--- src/rtl/qbus_master.sv ---
// qbus_master: Q-bus master cycle sequencer (DATI, DATO, DATIO, IAK).
// Ports: pin_clk/pin_rst; req_*/wr_stb in; busy/rsp_* out; pin_* Q-bus side.
module qbus_master #(
   parameter int ADDR_W = 22,
   parameter int TOUT_W = 6,
   parameter int SETUP  = 1
) (
   input  logic              pin_clk,
   input  logic              pin_rst,
   input  logic              req_stb,
   input  logic [1:0]        req_op,
   input  logic              req_byte,
   input  logic [ADDR_W-1:0] req_adr,
   input  logic [15:0]       req_dat,
   input  logic              wr_stb,
   output logic              busy,
   output logic              rsp_rdy,
   output logic              rsp_err,
   output logic [15:0]       rsp_dat,
   output logic [15:0]       pin_ad_o,
   output logic              pin_ad_oe,
   output logic [((ADDR_W > 16) ? ADDR_W - 16 : 1)-1:0] pin_a_o,
   output logic              pin_bs,
   output logic              pin_sync,
   output logic              pin_din,
   output logic              pin_dout,
   output logic              pin_iako,
   output logic              pin_wtbt,
   input  logic              pin_rply,
   input  logic [15:0]       pin_ad_i
);

   localparam int AH_W = (ADDR_W > 16) ? ADDR_W - 16 : 1;
   localparam logic [2:0] SET_LAST = 3'(SETUP - 1);

   localparam logic [1:0] OP_DATI  = 2'b00;
   localparam logic [1:0] OP_DATO  = 2'b01;
   localparam logic [1:0] OP_DATIO = 2'b10;
   localparam logic [1:0] OP_IAK   = 2'b11;

   typedef enum logic [2:0] {
      S_IDLE,
      S_ADR,
      S_SYN,
      S_STB,
      S_RPL,
      S_WWT,
      S_END
   } state_t;

   state_t state;
   state_t state_n;

   logic [ADDR_W-1:0] adr_q;
   logic [1:0]        op_q;
   logic              byte_q;
   logic [15:0]       dat_q;
   logic              wr_ph;
   logic [2:0]        set_cnt;
   logic [TOUT_W-1:0] tout_cnt;

   logic            take_req;
   logic            take_wr;
   logic            lat_rd;
   logic            rdy_n;
   logic            err_n;
   logic            adr_drv;
   logic            is_iak;
   logic            is_wr;
   logic            is_dato;
   logic            bank7;
   logic [AH_W-1:0] adr_hi;

   assign is_iak  = (op_q == OP_IAK);
   assign is_dato = (op_q == OP_DATO);
   // DATIO switches to its write half once wr_stb has been taken
   assign is_wr   = is_dato || ((op_q == OP_DATIO) && wr_ph);
   assign bank7   = &adr_q[ADDR_W-1:13];
   assign busy    = (state != S_IDLE);

   generate
      if (ADDR_W > 16) begin : g_hi
         assign adr_hi = adr_q[ADDR_W-1:16];
      end else begin : g_nohi
         assign adr_hi = '0;
      end
   endgenerate

   assign pin_a_o = adr_drv ? adr_hi : '0;
   assign pin_bs  = adr_drv & bank7;

   always_ff @(posedge pin_clk) begin
      if (pin_rst) begin
         state    <= S_IDLE;
         adr_q    <= '0;
         op_q     <= OP_DATI;
         byte_q   <= 1'b0;
         dat_q    <= '0;
         wr_ph    <= 1'b0;
         set_cnt  <= '0;
         tout_cnt <= '0;
         rsp_rdy  <= 1'b0;
         rsp_err  <= 1'b0;
         rsp_dat  <= '0;
      end else begin
         state   <= state_n;
         rsp_rdy <= rdy_n;
         rsp_err <= err_n;
         set_cnt <= (state == S_ADR) ? set_cnt + 3'd1 : 3'd0;
         // free-running in STB, so it wraps rather than saturates
         tout_cnt <= (state == S_STB) ? tout_cnt + TOUT_W'(1) : '0;
         if (take_req) begin
            adr_q  <= req_adr;
            op_q   <= req_op;
            byte_q <= req_byte;
            dat_q  <= req_dat;
            wr_ph  <= 1'b0;
         end
         if (take_wr) begin
            dat_q  <= req_dat;
            byte_q <= req_byte;
            wr_ph  <= 1'b1;
         end
         if (lat_rd) begin
            rsp_dat <= pin_ad_i;
         end
      end
   end

   always_comb begin
      state_n   = state;
      take_req  = 1'b0;
      take_wr   = 1'b0;
      lat_rd    = 1'b0;
      rdy_n     = 1'b0;
      err_n     = 1'b0;
      adr_drv   = 1'b0;
      pin_ad_oe = 1'b0;
      pin_ad_o  = '0;
      pin_sync  = 1'b0;
      pin_din   = 1'b0;
      pin_dout  = 1'b0;
      pin_iako  = 1'b0;
      pin_wtbt  = 1'b0;

      unique case (state)
         S_IDLE: begin
            if (req_stb) begin
               take_req = 1'b1;
               state_n  = (req_op == OP_IAK) ? S_SYN : S_ADR;
            end
         end
         S_ADR: begin
            adr_drv  = 1'b1;
            pin_wtbt = is_dato;
            if (set_cnt == SET_LAST) begin
               state_n = S_SYN;
            end
         end
         S_SYN: begin
            // IAK carries no address and never raises SYNC
            adr_drv  = !is_iak;
            pin_sync = !is_iak;
            pin_wtbt = is_dato;
            state_n  = S_STB;
         end
         S_STB: begin
            pin_sync = !is_iak;
            pin_iako = is_iak;
            if (is_wr) begin
               pin_dout  = 1'b1;
               pin_ad_oe = 1'b1;
               pin_ad_o  = dat_q;
               pin_wtbt  = byte_q;
            end else begin
               pin_din = 1'b1;
            end
            // a reply on the wrap edge still completes normally
            if (pin_rply) begin
               lat_rd  = !is_wr;
               state_n = S_RPL;
            end else if (&tout_cnt) begin
               err_n   = 1'b1;
               state_n = S_END;
            end
         end
         S_RPL: begin
            pin_sync = !is_iak;
            if (!pin_rply) begin
               rdy_n = 1'b1;
               if ((op_q == OP_DATIO) && !wr_ph) begin
                  if (wr_stb) begin
                     take_wr = 1'b1;
                     state_n = S_STB;
                  end else begin
                     state_n = S_WWT;
                  end
               end else begin
                  state_n = S_END;
               end
            end
         end
         S_WWT: begin
            pin_sync = 1'b1;
            if (wr_stb) begin
               take_wr = 1'b1;
               state_n = S_STB;
            end
         end
         S_END: begin
            state_n = S_IDLE;
         end
         default: begin
            state_n = S_IDLE;
         end
      endcase

      if (adr_drv) begin
         pin_ad_oe = 1'b1;
         pin_ad_o  = adr_q[15:0];
      end
   end

endmodule

--- config.mk ---
export PLATFORM = sky130hd
export DESIGN_NAME = qbus_master
export DESIGN_NICKNAME = d
export VERILOG_FILES = /design/src/rtl/qbus_master.sv
export SDC_FILE = /design/constraint.sdc
export NUM_CORES = 1
export LEC_CHECK = 0
export BUFFER_PORTS_ARGS = -buffer_cell sky130_fd_sc_hd__buf_2
export CORE_UTILIZATION = 54
export DETAILED_ROUTE_END_ITERATION = 6
export PLACE_DENSITY = 0.94
export SYNTH_ARGS = -nofsm -noshare
export SYNTH_HDL_FRONTEND = slang
export SYNTH_SLANG_ARGS = --single-unit
--- constraint.sdc ---
create_clock -name pin_clk -period 4.6 [get_ports pin_clk]
set_input_delay 1.38 -clock pin_clk [delete_from_list [all_inputs] [get_ports pin_clk]]
set_output_delay 1.38 -clock pin_clk [all_outputs]
set_load 0.03 [all_outputs]
==> impl_metrics.csv <==
group,metric,value,unit
sta,tns,0,ps
worst_setup_path,crit_path_max_fanout,19,
yosys,synth_nets,434,
yosys,synth_simple_gate_area_share,0.209,
grt,grt_util_met2,0.444,
sta,finalMaxSlewViolations,0,
yosys,synth_top_family_by_area,"simple AND/OR/NAND/NOR gates",
finish,final_area,0.00387,mm^2
yosys,yosysSeqAreaShare,0.455,
flow_run,max_cap_viol_count,0,
placement,placedCellCount,526,
yosys,synth_xor_area_frac,0.0166,
sta,setup_violations,0,
placement,place_area,0.00367,mm^2
clock_tree,postCtsResizedCells,0,
yosys,syn-cell-area,0.00317,mm^2
worst_setup_path,crit_path_end_kind,"output port",
pwr,power,1.92,mW
pwr,p_leak,1.83,nW
sta,fmax,0.263,GHz
routing,wl,7620,um
grt,grt_pass1_wl,12300,um
worst_setup_path,crit_type,"flip-flop to output port",
floorplanning,dieHeight,78.6,um
finish,antenna_cells,0,
worst_setup_path,worstSetupStartpointType,"flip-flop",
yosys,synthAdderAreaFrac,0.0118,
pwr,peakVddDrop,0.439,mV
worst_setup_path,worstPathArrival,2420,ps
placement,dp_hpwl,5150,um
sta,relSlewSlack,0.439,
placement,dp_slack,1210,ps
clock_tree,tritoncts,"built",
grt,grt_overflow,0,
finish,post_layout_nonfiller_instances,542,
clock_tree,post-cts-setup-buffers,0,
floorplanning,initial_core_util,0.568,
sta,layout_min_cycle_time,3800,ps
floorplanning,die-area,0.00618,mm^2
yosys,synth_cells,369,
yosys,yosys_warnings,0,
clock_tree,clk_latency,340,ps
grt,grt_max_degree,45,
clock_tree,clk_pin_slew,80,ps
sta,rsz0062_at_grt,"false",
sta,skew,16.5,ps
sta,whs,459,ps
yosys,ys_async_sr_fraction,0,
clock_tree,cts_sinks,72,
routing,routed-via-count,2995,
yosys,synth_compound_area_frac,0.190,
sta,finalHoldViolCount,0,
routing,wire_per_inst,14.1,um
routing,firstDrtPassIters,7,
pwr,p_per_area,496,mW/mm^2
status,status,"complete, no violations",
routing,drtAntennaViolNets,0,
grt,grt_usage,0.252,
clock_tree,cts_buffer_depth,2,
finish,fin_util,0.694,
sta,worstMarginPinSlew,839,ps
yosys,synth_edf_count,0,
worst_setup_path,required,3220,ps
min_path,hold_path.class,"flip-flop to flip-flop",
placement,gpl.final_weighted_congestion,0.814,
grt,met1_usage,0.273,
placement,portBuffers,109,
floorplanning,dieWidth,78.6,um
clock_tree,cts_root_buf,"clkbuf_8",
sta,post-route-period-util,0.826,
clock_tree,cts_hold_buf,0,
grt,grt-busiest-layer,"met2",
routing,first_iter_violations,194,
grt,use_met3,0.0721,
clock_tree,cts_buffers,9,
finish,drive_gt1_frac,0.315,
clock_tree,htree_levels,3,
sta,setup_ws,798,ps
yosys,ys_seq_elements,72,
yosys,syn_avg_cell_area,8.59,um^2
yosys,muxShareOfSynthArea,0.0537,
routing,drc,0,
finish,fin_nets,530,
finish,syn2layout_area_growth,22.0,%
floorplanning,rows,27,
floorplanning,io_pins,110,
yosys,synth_cell_types,47,
grt,grt_antenna_before_repair,0,
grt,grt_pass1_vias,2866,
yosys,synth_flop_cell,"dfxtp_1",
routing,routed_via_density,5.53,
floorplanning,core,0.00557,mm^2
-- cells by family (layout without fill, tap and decap cells) --
kind of cell             Yosys count  after routing
AND/OR/NAND/NOR                  143            143
AO/OA/AOI/OAI                     90             90
flip-flops                        72             72
buffers and inverters             38            139
multiplexers                      17             17
XOR/XNOR                           6              6
adder cells (fa/ha/maj)            3              3
-- flip-flops by register name (all words and copies together) (netlist names) --
register	cells
adr_q	22
byte_q	1
dat_q	16
op_q	2
rsp_dat	16
rsp_err	1
rsp_rdy	1
set_cnt	3
state	3
tout_cnt	6
wr_ph	1
-- cells in the final DEF (no fill, tap or decap), drive strengths merged, types with 2 or more instances in the layout --
master | Yosys | layout
o21ai | 19 | 19
nand3 | 21 | 21
nand2 | 55 | 55
xnor2 | 4 | 4
nor2 | 33 | 33
buf | 10 | 114
ha | 3 | 3
mux2i | 17 | 17
nand3b | 2 | 2
nor2b | 3 | 3
dfxtp | 72 | 72
inv | 9 | 10
xor2 | 2 | 2
a22o | 16 | 16
nand2b | 4 | 4
a21oi | 45 | 45
or2 | 2 | 2
and2 | 8 | 8
clkbuf | 18 | 9
clkinv | 0 | 4
and3 | 4 | 4
nand4 | 2 | 2
nor3 | 3 | 3
-- where the power goes --
part | switching (mW) | internal [mW]
clock | 0.240 | 0.250
combinational | 0.421 | 0.220
sequential | 0.0758 | 0.709
total | 0.737 | 1.18
-- worst max-delay path, cell delays in order, from the launching register on --
cell and delay, ps:
dfxtp_1 590, inv_1 220, nor2_1 170, and2_1 650, a22o_1 260, buf_2 190
-- worst paths after layout --
check / startpoint / end / slack, ps / cells past startpoint
max: state[0] / pin_ad_o[7] / 800 / 5
min: tout_cnt[0] / tout_cnt[0] / 460 / 1
max reg2reg: op_q[0] / dat_q[3] / 2430 / 4
min reg2reg: tout_cnt[0] / tout_cnt[0] / 460 / 1
-- final cells by class --
| type | count | area [um^2] |
|---|---|---|
| timing repair buffer | 114 | 583 |
| sequential | 72 | 1440 |
| multi-input combinational | 259 | 1520 |
| clock buffer | 9 | 124 |
| fill | 486 | 1710 |
| tap | 72 | 90.1 |
| inverter | 9 | 33.8 |
| clock inverter | 7 | 70.1 |
-- layer usage --
| metal | routed length, um | up-vias |
|---|---|---|
| met2 | 3860 | 114 |
| li1 | - | 1459 |
| met1 | 3130 | 1405 |
| met3 | 464 | 17 |
| met5 | 0 | - |
| met4 | 172 | 0 |
-- synthesized netlist by cell type, types with 2 or more instances --
library cell | count | area, um^2
inv_1 | 9 | 33.8
buf_2 | 6 | 30.0
dfxtp_1 | 72 | 1440
a21oi_1 | 36 | 180
nand4_1 | 2 | 12.5
nand3_1 | 21 | 105
xor2_1 | 2 | 17.5
a21oi_2 | 9 | 78.8
a22o_1 | 16 | 140
and3_1 | 4 | 25.0
nand2_1 | 55 | 206
o21ai_1 | 7 | 35.0
or2_2 | 2 | 12.5
ha_1 | 3 | 37.5
clkbuf_1 | 15 | 56.3
nand3b_1 | 2 | 15.0
buf_6 | 3 | 33.8
nand2b_1 | 4 | 25.0
clkbuf_8 | 2 | 27.5
nor3_1 | 3 | 15.0
nor2b_1 | 3 | 18.8
xnor2_1 | 4 | 35.0
and2_1 | 7 | 43.8
o21ai_2 | 2 | 17.5
o21ai_0 | 10 | 50.1
mux2i_1 | 17 | 170
nor2_1 | 33 | 124
No activity file was read; power rests on OpenSTA's default activity.
